--- src/rtl/ibuf_stream_writer_pkg.sv ---
// Shared types and helpers for the layer-to-layer input-buffer stream writer.
package layer_pkg;

  typedef enum logic [1:0] {
    STREAM,
    FIRE,
    GUARD
  } wr_state_t;

  localparam int unsigned DEF_CHANNELS      = 5;
  localparam int unsigned DEF_DATATYPE_SIZE = 8;

  typedef logic [DEF_CHANNELS-1:0][DEF_DATATYPE_SIZE-1:0] chan_vec_t;

  // Raster counter width; a 1-pixel image still needs one bit of storage.
  function automatic int unsigned pos_width(input int unsigned img_width);
    return (img_width > 1) ? $clog2(img_width) : 1;
  endfunction

endpackage

--- src/rtl/ibuf_stream_writer_if.sv ---
// Upstream vector handshake plus downstream ibuf write/start signals of the stream writer.
interface ibuf_stream_writer_if #(
  parameter int unsigned channels      = 5,
  parameter int unsigned datatype_size = 8
);

  logic                                   i_valid;
  logic                                   o_ready;
  logic [channels-1:0][datatype_size-1:0] i_data;
  logic [channels-1:0]                    o_ibuf_we;
  logic [channels-1:0][datatype_size-1:0] o_ibuf_wr_data;
  logic                                   o_start;
  logic                                   i_next_busy;
  logic                                   o_frame_done;

  modport master (
    input  i_valid, i_data, i_next_busy,
    output o_ready, o_ibuf_we, o_ibuf_wr_data, o_start, o_frame_done
  );

  modport slave (
    output i_valid, i_data, i_next_busy,
    input  o_ready, o_ibuf_we, o_ibuf_wr_data, o_start, o_frame_done
  );

endinterface

--- src/rtl/ibuf_stream_writer_vec_fifo.sv ---
// Small circular staging FIFO for channel vectors; head is visible combinationally.
module vec_fifo #(
  parameter int unsigned width = 40,
  parameter int unsigned depth = 4
) (
  input  logic                         clk,
  input  logic                         rst,
  input  logic                         push,
  input  logic                         pop,
  input  logic [width-1:0]             din,
  output logic [width-1:0]             dout,
  output logic                         full,
  output logic                         empty,
  output logic [$clog2(depth+1)-1:0]   count
);

  localparam int unsigned    PTR_W    = $clog2(depth);
  localparam int unsigned    CNT_W    = $clog2(depth + 1);
  localparam logic [PTR_W-1:0] PTR_LAST = PTR_W'(depth - 1);

  logic [width-1:0] mem_q [depth];
  logic [width-1:0] mem_d [depth];
  logic [PTR_W-1:0] wr_ptr_q, wr_ptr_d;
  logic [PTR_W-1:0] rd_ptr_q, rd_ptr_d;
  logic [CNT_W-1:0] count_q, count_d;
  logic             do_push, do_pop;

  assign full    = (count_q == CNT_W'(depth));
  assign empty   = (count_q == '0);
  assign count   = count_q;
  assign dout    = mem_q[rd_ptr_q];
  assign do_push = push && !full;
  assign do_pop  = pop && !empty;

  always_comb begin
    mem_d    = mem_q;
    wr_ptr_d = wr_ptr_q;
    rd_ptr_d = rd_ptr_q;
    count_d  = count_q;
    if (do_push) begin
      mem_d[wr_ptr_q] = din;
      wr_ptr_d        = (wr_ptr_q == PTR_LAST) ? '0 : wr_ptr_q + 1'b1;
    end
    if (do_pop) begin
      rd_ptr_d = (rd_ptr_q == PTR_LAST) ? '0 : rd_ptr_q + 1'b1;
    end
    unique case ({do_push, do_pop})
      2'b10:   count_d = count_q + 1'b1;
      2'b01:   count_d = count_q - 1'b1;
      default: count_d = count_q;
    endcase
  end

  always_ff @(posedge clk or negedge rst) begin
    if (!rst) begin
      mem_q    <= '{default: '0};
      wr_ptr_q <= '0;
      rd_ptr_q <= '0;
      count_q  <= '0;
    end else begin
      mem_q    <= mem_d;
      wr_ptr_q <= wr_ptr_d;
      rd_ptr_q <= rd_ptr_d;
      count_q  <= count_d;
    end
  end

endmodule

--- src/rtl/ibuf_stream_writer.sv ---
// Streams buffered channel vectors into the downstream window ibuf and starts the
// downstream layer each time a full KxK window is resident.
module ibuf_stream_writer
  import layer_pkg::*;
#(
  parameter int unsigned channels      = 5,
  parameter int unsigned img_width     = 28,
  parameter int unsigned kernel_dim    = 5,
  parameter int unsigned datatype_size = 8,
  parameter int unsigned fifo_depth    = 4
) (
  input  logic                 clk,
  input  logic                 rst,
  ibuf_stream_writer_if.master bus
);

  localparam int unsigned   VEC_W     = channels * datatype_size;
  localparam int unsigned   PW        = pos_width(img_width);
  localparam int unsigned   CNT_W     = $clog2(fifo_depth + 1);
  localparam logic [PW-1:0] POS_LAST  = PW'(img_width - 1);
  localparam logic [PW-1:0] WIN_FIRST = PW'(kernel_dim - 1);

  if (kernel_dim == 0 || kernel_dim > img_width) begin : g_bad_kernel
    $error("ibuf_stream_writer: kernel_dim must be in 1..img_width");
  end
  if (fifo_depth < 2) begin : g_bad_depth
    $error("ibuf_stream_writer: fifo_depth must be at least 2");
  end

  wr_state_t        state_q, state_d;
  logic [PW-1:0]    row_q, row_d;
  logic [PW-1:0]    col_q, col_d;
  logic             we_q, we_d;
  logic [VEC_W-1:0] wr_data_q, wr_data_d;
  logic             last_fired_q, last_fired_d;

  logic             fifo_push, fifo_pop, fifo_full, fifo_empty;
  logic [VEC_W-1:0] fifo_head;
  logic [CNT_W-1:0] unused_fifo_count;
  logic             win_valid, at_frame_end;

  // Pops only in STREAM: every ibuf write shifts the window, so none may land while
  // the downstream layer is busy or a start is being issued.
  assign fifo_push = bus.i_valid && !fifo_full;
  assign fifo_pop  = (state_q == STREAM) && !fifo_empty && !bus.i_next_busy;

  vec_fifo #(
    .width (VEC_W),
    .depth (fifo_depth)
  ) u_fifo (
    .clk   (clk),
    .rst   (rst),
    .push  (fifo_push),
    .pop   (fifo_pop),
    .din   (bus.i_data),
    .dout  (fifo_head),
    .full  (fifo_full),
    .empty (fifo_empty),
    .count (unused_fifo_count)
  );

  if (kernel_dim == 1) begin : g_win_k1
    assign win_valid = 1'b1;
  end else begin : g_win_kn
    assign win_valid = (row_q >= WIN_FIRST) && (col_q >= WIN_FIRST);
  end

  assign at_frame_end = (row_q == POS_LAST) && (col_q == POS_LAST);

  always_ff @(posedge clk or negedge rst) begin
    if (!rst) begin
      state_q      <= STREAM;
      row_q        <= '0;
      col_q        <= '0;
      we_q         <= 1'b0;
      wr_data_q    <= '0;
      last_fired_q <= 1'b0;
    end else begin
      state_q      <= state_d;
      row_q        <= row_d;
      col_q        <= col_d;
      we_q         <= we_d;
      wr_data_q    <= wr_data_d;
      last_fired_q <= last_fired_d;
    end
  end

  always_comb begin
    state_d = state_q;
    unique case (state_q)
      STREAM:  if (fifo_pop && win_valid) state_d = FIRE;
      FIRE:    if (!bus.i_next_busy) state_d = GUARD;
      GUARD:   state_d = STREAM;
      default: state_d = STREAM;
    endcase
  end

  always_comb begin
    row_d        = row_q;
    col_d        = col_q;
    we_d         = fifo_pop;
    wr_data_d    = wr_data_q;
    last_fired_d = last_fired_q;
    if (fifo_pop) begin
      wr_data_d = fifo_head;
      if (win_valid) last_fired_d = at_frame_end;
      if (col_q == POS_LAST) begin
        col_d = '0;
        row_d = (row_q == POS_LAST) ? '0 : row_q + 1'b1;
      end else begin
        col_d = col_q + 1'b1;
      end
    end
  end

  always_comb begin
    bus.o_ready        = !fifo_full;
    bus.o_ibuf_we      = {channels{we_q}};
    bus.o_ibuf_wr_data = wr_data_q;
    bus.o_start        = (state_q == FIRE) && !bus.i_next_busy;
    bus.o_frame_done   = (state_q == GUARD) && last_fired_q;
  end

endmodule

--- src/flat_wrapper.sv ---
// flat-port wrapper written by rule: the top's interface ports become plain ports
module ibuf_stream_writer_flat import layer_pkg::*;
#(
  parameter int unsigned channels      = 5,
  parameter int unsigned img_width     = 28,
  parameter int unsigned kernel_dim    = 5,
  parameter int unsigned datatype_size = 8,
  parameter int unsigned fifo_depth    = 4
)
  (clk, rst, bus_i_valid, bus_i_data, bus_i_next_busy, bus_o_ready, bus_o_ibuf_we, bus_o_ibuf_wr_data, bus_o_start, bus_o_frame_done);
  ibuf_stream_writer_if #(.channels(channels), .datatype_size(datatype_size)) bus_i ();
  input  logic clk;
  input  logic rst;
  input wire logic [$bits(bus_i.i_valid)-1:0] bus_i_valid;
  input wire logic [$bits(bus_i.i_data)-1:0] bus_i_data;
  input wire logic [$bits(bus_i.i_next_busy)-1:0] bus_i_next_busy;
  output wire logic [$bits(bus_i.o_ready)-1:0] bus_o_ready;
  output wire logic [$bits(bus_i.o_ibuf_we)-1:0] bus_o_ibuf_we;
  output wire logic [$bits(bus_i.o_ibuf_wr_data)-1:0] bus_o_ibuf_wr_data;
  output wire logic [$bits(bus_i.o_start)-1:0] bus_o_start;
  output wire logic [$bits(bus_i.o_frame_done)-1:0] bus_o_frame_done;
  assign bus_i.i_valid = bus_i_valid;
  assign bus_i.i_data = bus_i_data;
  assign bus_i.i_next_busy = bus_i_next_busy;
  assign bus_o_ready = bus_i.o_ready;
  assign bus_o_ibuf_we = bus_i.o_ibuf_we;
  assign bus_o_ibuf_wr_data = bus_i.o_ibuf_wr_data;
  assign bus_o_start = bus_i.o_start;
  assign bus_o_frame_done = bus_i.o_frame_done;
  ibuf_stream_writer #(.channels(channels), .img_width(img_width), .kernel_dim(kernel_dim), .datatype_size(datatype_size), .fifo_depth(fifo_depth)) u_core (.clk(clk), .rst(rst), .bus(bus_i));
endmodule
--- config.mk ---
export PLATFORM = sky130hd
export DESIGN_NAME = ibuf_stream_writer_flat
export DESIGN_NICKNAME = d
export VERILOG_FILES = /design/src/rtl/ibuf_stream_writer_pkg.sv /design/src/rtl/ibuf_stream_writer_if.sv /design/src/rtl/ibuf_stream_writer_vec_fifo.sv /design/src/rtl/ibuf_stream_writer.sv /design/src/flat_wrapper.sv
export SDC_FILE = /design/constraint.sdc
export NUM_CORES = 1
export LEC_CHECK = 0
export ABC_CLOCK_PERIOD_IN_PS = 6920
export BUFFER_PORTS_ARGS = -buffer_cell sky130_fd_sc_hd__buf_2
export CAP_MARGIN = 20
export CORE_MARGIN = 2
export CORE_UTILIZATION = 48
export CTS_CLUSTER_SIZE = 14
export DETAILED_ROUTE_END_ITERATION = 12
export GPL_ROUTABILITY_DRIVEN = 0
export PLACE_DENSITY_LB_ADDON = 0.12
export SETUP_SLACK_MARGIN = 0.05
export SYNTH_ARGS = -nofsm -noshare
export SYNTH_HDL_FRONTEND = slang
export SYNTH_SLANG_ARGS = --single-unit
--- constraint.sdc ---
create_clock -name clk -period 6.92 [get_ports clk]
set_input_delay 1.384 -clock clk [delete_from_list [all_inputs] [get_ports clk]]
set_output_delay 1.384 -clock clk [all_outputs]
set_load 0.01 [all_outputs]
==> results of run 1 <==
==> state kept, by name (all words and copies together) (netlist names) <==
register                   flops
u_core.u_fifo.mem_q          160
u_core.state_q                 2
u_core.u_fifo.wr_ptr_q         2
u_core.u_fifo.count            3
u_core.last_fired_q            1
u_core.u_fifo.rd_ptr_q         2
u_core.bus.o_ibuf_wr_data     40
u_core.row_q                   5
u_core.col_q                   5
u_core.we_q                    1
==> per-layer routing <==
metal	track usage, %	wire length, um
met3	2.80	762
met1	25.8	9150
met4	4.39	303
met5	0	11
met2	32.3	10300
==> stage by stage <==
step           setup WS [ps]  std cells  util (%)
2_1_floorplan           3730        674         -
3_3_place_gp            3180       1003      51.4
3_5_place_dp            3120       1003      51.4
4_1_cts                 3640       1044      55.3
5_1_grt                 3510       1044      55.3
6_report                3670       1044      55.3
==> Yosys cell counts (2+ instances only) <==
master / count
sky130_fd_sc_hd__buf_1: 2
sky130_fd_sc_hd__buf_2: 10
sky130_fd_sc_hd__buf_4: 5
sky130_fd_sc_hd__buf_6: 16
sky130_fd_sc_hd__clkbuf_1: 8
sky130_fd_sc_hd__dfrtp_1: 221
sky130_fd_sc_hd__ha_1: 10
sky130_fd_sc_hd__inv_1: 12
sky130_fd_sc_hd__mux2_2: 3
sky130_fd_sc_hd__mux2_4: 160
sky130_fd_sc_hd__mux4_2: 40
sky130_fd_sc_hd__nand2_1: 136
sky130_fd_sc_hd__nand2_4: 4
sky130_fd_sc_hd__nand3_1: 2
sky130_fd_sc_hd__nor2_1: 4
sky130_fd_sc_hd__nor2b_1: 2
sky130_fd_sc_hd__nor3_1: 3
sky130_fd_sc_hd__nor3b_1: 2
sky130_fd_sc_hd__o21ai_0: 11
sky130_fd_sc_hd__o31ai_1: 2
sky130_fd_sc_hd__or3_1: 2
sky130_fd_sc_hd__xor2_1: 2
==> final cells by class <==
cell class	instances	area, sq um
Fill cell	1735	9380
Sequential cell	221	5540
Timing Repair Buffer	95	495
Tap cell	275	344
Multi-Input combinational cell	399	4340
Clock inverter	7	87.6
Clock buffer	34	729
Inverter	13	48.8
==> final timing paths <==
kind	to	slack [ps]	cells after the start
worst max-delay path	bus_o_start	3670	3
worst min-delay path	u_core.bus.o_ibuf_wr_data[33]	460	2
worst max register to register	u_core.col_q[4]	4220	6
worst min register to register	u_core.bus.o_ibuf_wr_data[33]	460	2
max in group asynchronous	u_core.u_fifo.rd_ptr_q[0]	4670	2
min in group asynchronous	u_core.u_fifo.mem_q[153]	920	1
==> worst max-delay path, delay by kind of cell <==
family	cells	cell delay (ps)
buffers and inverters	2	280
AND/OR/NAND/NOR	1	190
==> power breakdown <==
group | switching, W | internal [W]
Clock | 0.000496 | 0.000803
Sequential | 0.000474 | 0.00193
Combinational | 0.000774 | 0.00139
==> cells by family after synthesis <==
group / share of synthesized area (%)
compound gates: 1.16
xor+xnor: 0.257
fa+ha+maj: 1.42
buf+inv: 3.46
flops: 54.1
mux: 32.7
simple gates: 6.93
==> results summary, run 1 <==
The number of failing hold endpoints at the final stage is 0. The average footprint of a synthesized cell is 15.2 sq um. The largest individual stage delay along the critical path comes from the cell sky130_fd_sc_hd__nor3b_1. The total routing usage reported by global routing is 19.0%. Tracing the worst setup path back leads to its startpoint at bus_i_next_busy.

The total overflow left after global routing is 0. The fraction of synthesized cell area taken by the top area cell type came out at 54.1%. Of the cells placed in the final design, the portion with a size suffix greater than 1 is 45.1%.

TritonCTS built the clock tree. The tightest min-delay check is of the reg2reg type. In the final routed layout, each cell accounts on average for 19.7 um.

Setup repair after global routing left no endpoint under its margin. The count of input and output buffers came out at 91. The first global-routing pass estimated 33,300 um of wire. The number of sinks driven by the clock tree came out at 221. In this run the count of I/O pins placed on the die edge is 92. The power density over the cells came out at 507 nW/um^2.

The post-place instance area is 10,800 sq um. The clock latency at the later pin of the worst-skew pair is 500 ps. The number of max-slew violations in the final report came to 0. The remaining antenna violation count after routing came out at 0. The post-synthesis async set-or-reset flop share is 100%. In the post-synthesis netlist, the biggest area contributors are sky130_fd_sc_hd__dfrtp_1, sky130_fd_sc_hd__mux2_4, sky130_fd_sc_hd__mux4_2, sky130_fd_sc_hd__nand2_1, sky130_fd_sc_hd__buf_6. In this run the most critical hold path is launched from u_core.bus.o_ibuf_wr_data[33]. The final period demand of the worst path is 3250 ps.

The net count of the finished layout is 809. For the pin with the worst max-slew slack, the measured transition is 984 ps. The worst setup path is captured at a primary output. The largest stage delay on the critical path came out at 190 ps. The worst hold slack came out at 464 ps. When the netlist entered floorplanning its net count stood at 729. The top achievable clock speed is 0.308 GHz.

Max-cap violations in this run came to 0. The setup path with the least slack is of type in2out. The core region area is 21,000 sq um. For the final database, setup skew stands at 8.76 ps. The DRC violations left is 0. For the worst setup path, the data arrival time is 1860 ps. The number of antenna violations at the first check in global routing came out at 1. The half-perimeter wire length of the detailed placement result is 11,700 um. The first-pass detailed-route iteration total came out at 4. The register bit total from synthesis is 221. STA classifies the critical path startpoint as an input pin. In this design, the critical path's most frequently occurring cell is sky130_fd_sc_hd__buf_2. The critical path goes through buf_2 > nor3b_1 > buf_2. Once layout is done, the placed cells without fillers occupy 11,600 sq um.

The routed wire length is 20,600 um. Among all flip-flop cells after synthesis, the most frequent one is sky130_fd_sc_hd__dfrtp_1. In this run, synthesis inferred 0 flip-flops with an integrated enable.

The final setup violation count came out at 0. The number of warnings reported in the yosys synthesis log is 0. In this run the clock root is driven by a sky130_fd_sc_hd__clkbuf_16. The total via count in the routed design is 5,567. The share of the clock period used by the worst path is 46.9%. VDD sags by at most 0.219 mV.

The worst slew slack as a fraction of its limit is 34.3%. The number of buffers inserted to repair setup after CTS is 0. The pin count of the biggest net entering global routing is 98.

The worst-case clock buffer depth is 3. The width of the die came out at 150 um. The largest total area in the synthesized netlist belongs to sky130_fd_sc_hd__dfrtp_1.

The antenna diode count is 0. The overall die area came out at 22,500 sq um. The cell area after synthesis is 10,200 sq um.

The count of cells resized by post-cts repair is 0. The area growth from synthesis to final layout is 13.3%. The vias per cell is 5.33. In this run the critical register-to-register path is launched from u_core.state_q[1]. The number of H-tree levels came out at 1. The most common library cell in the layout ignoring fill and taps is sky130_fd_sc_hd__dfrtp_1. In the synthesized netlist, the number of instances is 674. The static leakage came out at 5.89 nW. The flow ran to the end, and the final reports show no timing, DRC or antenna violations. The count of cell types in the netlist is 39. Adding up every negative setup slack in the final design gives 0 ps. In this run, the number of DRC markers left after iteration 0 of detailed routing was 193. The top cell types in the final layout, fill and taps aside, are sky130_fd_sc_hd__dfrtp_1, sky130_fd_sc_hd__mux2_4, sky130_fd_sc_hd__nand2_1, sky130_fd_sc_hd__buf_2, sky130_fd_sc_hd__mux4_2. After clock tree synthesis, the flow added hold-fix buffers numbering 0. Sequential cells were found to cover 54.1% of the synthesized design area. The number of global-route vias before repair came to 6,121. The initial cell density of the core came out at 48.8%. The count of standard-cell rows came out at 53. The floorplan step set the die height to 150 um. The number of buffers added by the clock tree synthesis step is 24. For the worst setup path, the data required time is 5540 ps. Along the worst path, the maximum fanout reaches 4. The overall power consumption came out at 0.00587 W. The CTS clock-pin slew for the worst setup and hold paths is 60 ps.
(Power assumes the default switching activity.)
==> inputs of run 2 (changes only) <==
--- a/config.mk
+++ b/config.mk
@@ -5,7 +5,7 @@
 export SDC_FILE = /design/constraint.sdc
 export NUM_CORES = 1
 export LEC_CHECK = 0
-export ABC_CLOCK_PERIOD_IN_PS = 6920
+export ABC_CLOCK_PERIOD_IN_PS = 3100
 export BUFFER_PORTS_ARGS = -buffer_cell sky130_fd_sc_hd__buf_2
 export CAP_MARGIN = 20
 export CORE_MARGIN = 2
==> constraint.sdc (replaced) <==
create_clock -name clk -period 3.1 [get_ports clk]
set_input_delay 0.62 -clock clk [delete_from_list [all_inputs] [get_ports clk]]
set_output_delay 0.62 -clock clk [all_outputs]
set_load 0.01 [all_outputs]
==> results summary, run 2 (same netlist as run 1, synthesis figures left out) <==
The TritonCTS clock tree is yes. The core region area is 21,000 sq um. The post-route clock skew came out at 11.3 ps.

After detailed placement, the total cell area comes to 10,900 sq um. The count of cells resized by post-cts repair is 0. The switching power share of the total came out at 30.5%. The worst register-to-register path begins at u_core.state_q[0].

STA classifies the critical path startpoint as a flip-flop. For the worst flop-to-flop path, the logic depth is 9. The part of the power in registers came out at 40.6%. The number of failing hold endpoints at the final stage came to 0.

STA classifies the critical path endpoint as a flip-flop. The die height came out at 150 um. The number of global-route vias before repair is 6,299. The vias per cell is 5.30. Together, buffers and inverters on the worst path number 2.

The reported max-cap violation count is 0. The cell total after placement is 1,012. Input and output buffers added on the ports amount to 91. The number of sinks driven by the clock tree is 221. The fraction of layout cells with a size suffix above 1 is 45.4%. The worst setup slack for register-to-register paths came out at 780 ps. Traced cell by cell, the critical path runs through nor3_1 > nand2b_2 > inv_1 > ha_1 > inv_1 > fa_1 > xor2_1 > nor2_1 > xor2_1.

The summed area of non-filler cells in the final layout came out at 11,700 sq um. Setup repair after global routing left no endpoint under its margin. The pin count of the biggest net entering global routing came out at 71. In the global route stage, overall resource usage came out at 20.3%. The number of max-slew violations in the final report came out at 0. Summing all flip-flop and latch instances after layout gives 5540 sq um.

The worst pin sits at a relative slew slack of 62.1%. The multi-input combinational cell area is 4340 sq um. The share of the clock period used by the worst path came out at 75.0%. The buffer type at the clock tree root is sky130_fd_sc_hd__clkbuf_16. The worst hold slack came out at 47.7 ps.

The die is 150 um wide. The number of hold buffers added after cts came out at 0. In the layout the commonest cells are sky130_fd_sc_hd__dfrtp_1, sky130_fd_sc_hd__mux2_4, sky130_fd_sc_hd__nand2_1, sky130_fd_sc_hd__buf_2, sky130_fd_sc_hd__mux4_2. The analysis attributes to cell leakage a power of 5.94 nW. Among cell families on the critical path, the largest total delay comes from simple AND/OR/NAND/NOR gates. The run finished with clean final reports. The count of non-filler cells in the finished layout came out at 1,056. The top achievable clock speed is 0.430 GHz.

The overall die area is 22,500 sq um. The count of nets left with antenna violations once routing finished came out at 0. The final period demand of the worst path is 2320 ps. The worst-case clock buffer depth is 3. The final net count came out at 819. The final setup violation count is 0. The number of H-tree levels came out at 1. The number of fill cells is 1,751.

STA puts the critical path data required time at 3540 ps. The initial cell density of the core is 48.8%. The critical path is of the reg2reg type.

92 I/O pins were placed. The worst register-to-register path ends at u_core.u_fifo.count[2]. The clock latency at the later pin of the worst-skew pair is 520 ps. The register with the most flip-flops in the final layout is u_core.u_fifo.mem_q.

The slowest stage of the critical path belongs to the cell sky130_fd_sc_hd__dfrtp_1. The number of antenna violations at the first check in global routing is 3. The number of buffers inserted to repair setup after CTS came out at 0. The power density over the cells is 1120 nW/um^2. The largest fanout on the critical path is 15.

The flip-flop count of the largest register after layout is 160. The logic gate share of total power is 38.4%. For this run the aggregate overflow at the end of global routing stands at 0.

The half-perimeter wire length of the detailed placement result is 13,000 um. The CTS clock-pin slew for the worst setup and hold paths is 60 ps. The internal portion of the total power is 0.00909 W. For this run, the slowest stage of the critical path takes 410 ps.

After routing, the total negative slack on setup checks comes to 0 ps. The first-pass detailed-route iteration total came out at 4. The final route contains 5,593 vias.

Clock tree synthesis inserted a total of 25 buffers. In the routed design, unresolved DRC markers number 0. The critical path arrival came out at 2760 ps.

The wire length of the first global-routing pass is 35,500 um. The clock share of power is 21.0%. The routed wirelength normalized by instance count is 20.4 um. The slew of the pin with the lowest slew margin came out at 561 ps. The count of standard-cell rows is 53. The area growth from synthesis to final layout came out at 14.3%. In this run the power spent charging and discharging nets is 0.00398 W.

Wires add up to 21,500 um. The most common library cell in the layout ignoring fill and taps is sky130_fd_sc_hd__dfrtp_1. The type of the worst min-delay path is in2async. IR analysis of the VDD net gives a maximum drop of 0.498 mV. The initial DRC count is 292.
-- run 2: worst reg2reg max path, stage by stage, from the launching register on --
cell	delay, ps
sky130_fd_sc_hd__dfrtp_1	410
sky130_fd_sc_hd__nor3_1	340
sky130_fd_sc_hd__nand2b_2	300
sky130_fd_sc_hd__inv_1	130
sky130_fd_sc_hd__ha_1	190
sky130_fd_sc_hd__inv_1	70
sky130_fd_sc_hd__fa_1	370
sky130_fd_sc_hd__xor2_1	150
sky130_fd_sc_hd__nor2_1	110
sky130_fd_sc_hd__xor2_1	170
-- run 2: worst max path at each step --
stage                     cells past startpoint              start                endpoint  slack [ps]
after floorplan                              11    bus_i_next_busy  u_core.u_fifo.count[2]         670
after global placement                       10    bus_i_next_busy  u_core.u_fifo.count[2]         550
after detailed placement                     10    bus_i_next_busy  u_core.u_fifo.count[2]         450
after CTS                                     9  u_core.state_q[0]  u_core.u_fifo.count[2]         740
after global routing                          9  u_core.state_q[0]  u_core.u_fifo.count[2]         580
final                                         9  u_core.state_q[0]  u_core.u_fifo.count[2]         780
-- run 2: power by group through the flow --
stage / combinational, W / sequential (W) / clock [W]
finish: 0.00502 / 0.00531 / 0.00275
detailed placement: 0.00508 / 0.00534 / 0
CTS: 0.00510 / 0.00532 / 0.00282
global placement: 0.00496 / 0.00523 / 0
global route: 0.00544 / 0.00551 / 0.00296
floorplan: 0.00411 / 0.00501 / 0
-- run 2: per-layer routing --
metal  GRT usage, %  wire (um)  part of all wire, %  vias to the layer above
met5              0         38                 0.18                        -
met4           4.95        351                  1.6                        6
met3           3.29        852                  4.0                       31
met2           33.2      10500                   49                      101
met1           28.4       9700                   45                     2936
li1               -          -                    -                     2519
-- run 2: layout make-up --
cell class / instances / share of cell area [%]
clock inverters: 10 / 0.664
inverters: 13 / 0.418
diodes: 1 / 0.0214
clock buffers: 33 / 5.78
flip-flops and latches: 221 / 47.4
repair buffers: 104 / 5.68
multi-input cells: 399 / 37.1
well taps: 275 / 2.94
-- run 2: through the flow --
stage / total power, W / utilization, % / setup slack, ps
3_3_place_gp: 0.0102 / 52.2 / 554
3_5_place_dp: 0.0104 / 52.2 / 452
4_1_cts: 0.0132 / 55.7 / 736
6_report: 0.0131 / 55.8 / 775
2_1_floorplan: 0.00913 / - / 672
5_1_grt: 0.0139 / 55.7 / 582
==> inputs of run 3 (changes only) <==
--- a/config.mk
+++ b/config.mk
@@ -5,7 +5,7 @@
 export SDC_FILE = /design/constraint.sdc
 export NUM_CORES = 1
 export LEC_CHECK = 0
-export ABC_CLOCK_PERIOD_IN_PS = 3100
+export ABC_CLOCK_PERIOD_IN_PS = 1950
 export BUFFER_PORTS_ARGS = -buffer_cell sky130_fd_sc_hd__buf_2
 export CAP_MARGIN = 20
 export CORE_MARGIN = 2
==> constraint.sdc (replaced) <==
create_clock -name clk -period 1.95 [get_ports clk]
set_input_delay 0.39 -clock clk [delete_from_list [all_inputs] [get_ports clk]]
set_output_delay 0.39 -clock clk [all_outputs]
set_load 0.01 [all_outputs]
==> results summary, run 3 (same netlist as run 1, synthesis figures left out) <==
The flow ran to the end, and the final reports show no timing, DRC or antenna violations. The number of antenna violations at the first check in global routing is 1. Summing all non-filler instances in the final layout gives an area of 12,100 sq um.

The flip-flop count of the largest register after layout came out at 160. The worst reg2reg path depth is 9. Leaving out fill and tap cells, the most frequent cell in the layout is sky130_fd_sc_hd__dfrtp_1. The worst-case clock buffer depth is 3. In this run the critical register-to-register path is launched from u_core.state_q[1]. In the layout the commonest cells are sky130_fd_sc_hd__dfrtp_1, sky130_fd_sc_hd__mux2_4, sky130_fd_sc_hd__nand2_1, sky130_fd_sc_hd__buf_2, sky130_fd_sc_hd__mux4_2.

The endpoint identified for the worst register-to-register timing path is u_core.u_fifo.count[2]. After global routing the overflow that remains totals 0. Setup violations remaining at the end of the flow were counted as 0. The clock net in this run drives a total of 221 sinks. The worst hold path belongs to the class in2reg.

For this run, the detailed router's first-pass iteration total came to 4. The top achievable clock speed is 0.548 GHz. The cell total after placement came out at 1,025. In this run, the number of DRC markers left after iteration 0 of detailed routing was 297. The standard cell with the maximum stage delay on the critical path is sky130_fd_sc_hd__dfrtp_1. In this run the clock root is driven by a sky130_fd_sc_hd__clkbuf_16. The overall power consumption is 0.0217 W.

The TritonCTS clock tree is yes. The instance count along the most critical hold path is 2. The total via count in the routed design is 5,666. The post-place instance area is 11,100 sq um.

The critical path arrival is 2250 ps. The largest stage delay on the critical path came out at 410 ps. The initial cell density of the core came out at 48.8%. The worst slew slack as a fraction of its limit came out at 68.4%. The final setup TNS is 0 ps.

The worst setup path is launched from a flip-flop. The number of global-route vias before repair is 6,147. The worst-case IR drop observed on VDD is 0.944 mV. For this run, design rule violations remaining after detail routing come to 0.

The core region area came out at 21,000 sq um. The number of top-level design ports came out at 92. The width of the die is 150 um. The fraction of layout cells with a size suffix above 1 is 48.0%. The routed wire length is 21,200 um. The static leakage came out at 6.13 nW. The count of buffers added on input and output ports is 91.

The net count of the finished layout is 837. Traced cell by cell, the critical path runs through nor3_4 > nand2b_4 > inv_2 > ha_4 > inv_2 > fa_2 > xor2_1 > nor2_1 > xor2_1. Across the routed clock network, the largest skew measured is 29.6 ps. The worst setup path is captured at a flip-flop. The data required time of the worst path is 2380 ps. The remaining antenna violation count after routing came out at 0. The routed wirelength normalized by instance count is 19.7 um. The number of buffers added by the clock tree synthesis step is 25. The path with the worst hold slack has its endpoint at u_core.state_q[1]. The CTS clock-pin slew for the worst setup and hold paths is 60 ps.

The worst path in the final design needs a cycle of 1820 ps, including I/O delays and setup. Across all register-to-register paths, the minimum setup slack is 130 ps. The vias per cell came out at 5.26. The clock latency at the later pin of the worst-skew pair came out at 520 ps.

The count of non-filler cells in the finished layout is 1,077. Entering global routing, the biggest net connects 59 pins. In this run the number of H-tree levels came out at 1. Setup repair after global routing left no endpoint under its margin. The half-perimeter wire length of the detailed placement result came out at 12,700 um.

The critical hold path startpoint is bus_i_next_busy. Along the worst path, the maximum fanout reaches 2. Compared with the post-synthesis result, the final layout area differs by 18.5%.

The reported max-cap violation count is 0. More flip-flops sit in one register than any other, and that register is u_core.u_fifo.mem_q. Cells fill 57.8% of the core in the end. The wire length of the first global-routing pass is 34,000 um. By startpoint and endpoint, the worst setup path is classified as reg2reg. Global routing consumed, over all layers together, 19.2% of the routing resources. The overall die area is 22,500 sq um. The die height came out at 150 um. The number of failing hold endpoints at the final stage came out at 0.

For this design the ratio of total power to cell area is 1790 nW/um^2. The number of max-slew violations in the final report came out at 0. After layout, the worst path uses 93.6% of the clock period. The count of standard-cell rows came out at 53. The slew of the pin with the lowest slew margin is 468 ps.
run 3: cell count changes in the layout (fill, tap and decap cells not counted), moves of 3 or more:
cell	change
sky130_fd_sc_hd__buf_12	+7
sky130_fd_sc_hd__buf_4	+9
sky130_fd_sc_hd__clkbuf_1	-3
sky130_fd_sc_hd__clkbuf_8	+6
sky130_fd_sc_hd__clkinv_2	-6
run 3: repair_timing:
action                                  CTS  global route
setup buffers                             1             2
gates resized for setup                   3             6
hold buffers                              1             0
endpoints found under the setup margin   49            42
hold endpoints to repair                 22             0
gates cloned                              0             1
pin swaps                                 1             2
run 3: power by group:
part	leakage, nW	internal, W	total, W	switching [W]
combinational	3.04	0.00529	0.00852	0.00322
sequential	2.67	0.00687	0.00822	0.00135
clock	0.429	0.00306	0.00492	0.00187
total	6.13	0.0152	0.0217	0.00644
run 3: worst max-delay path by stage:
stage                                      start                     end  slack (ps)  depth (start not counted)
after floorplan                u_core.state_q[1]  u_core.u_fifo.count[2]         -70                         11
after global placement    u_core.u_fifo.count[1]         u_core.col_q[4]         -60                          6
after detailed placement  u_core.u_fifo.count[1]         u_core.col_q[4]        -120                          6
after CTS                      u_core.state_q[1]  u_core.u_fifo.count[2]          50                          9
after global routing           u_core.state_q[1]  u_core.u_fifo.count[2]          40                          9
final                          u_core.state_q[1]  u_core.u_fifo.count[2]         130                          9
run 3: metal layers:
layer | part of all wire, % | routed length (um) | up-vias | global-route usage [%]
met3 | 4.0 | 852 | 26 | 2.68
li1 | - | - | 2556 | -
met1 | 46 | 9750 | 2971 | 27.7
met2 | 49 | 10300 | 113 | 31.3
met5 | 0 | 0 | - | 0
met4 | 1.5 | 310 | 0 | 3.92
run 3: final cells by class:
| cell class | instances | area [sq um] |
|---|---|---|
| diodes | 2 | 5.00 |
| clock buffers | 36 | 747 |
| fillers | 1685 | 8850 |
| well taps | 275 | 344 |
| multi-input cells | 399 | 4390 |
| repair buffers | 122 | 906 |
| inverters | 13 | 48.8 |
| clock inverters | 9 | 133 |
| flip-flops and latches | 221 | 5540 |
run 3: through the flow:
step | setup slack (ps) | hold slack (ps)
after global routing | 35.3 | 120
after floorplan | -65.1 | 94.4
after global placement | -61.2 | 251
after CTS | 52.7 | 62.6
final | 125 | 117
after detailed placement | -120 | 256
run 3: critical path: cells and delay by family (launching register included):
| kind | cells | cell delay (ps) |
|---|---|---|
| adder cells (fa/ha/maj) | 2 | 470 |
| buffers and inverters | 2 | 90 |
| XOR/XNOR | 2 | 320 |
| flip-flops | 1 | 410 |
| AND/OR/NAND/NOR | 3 | 440 |
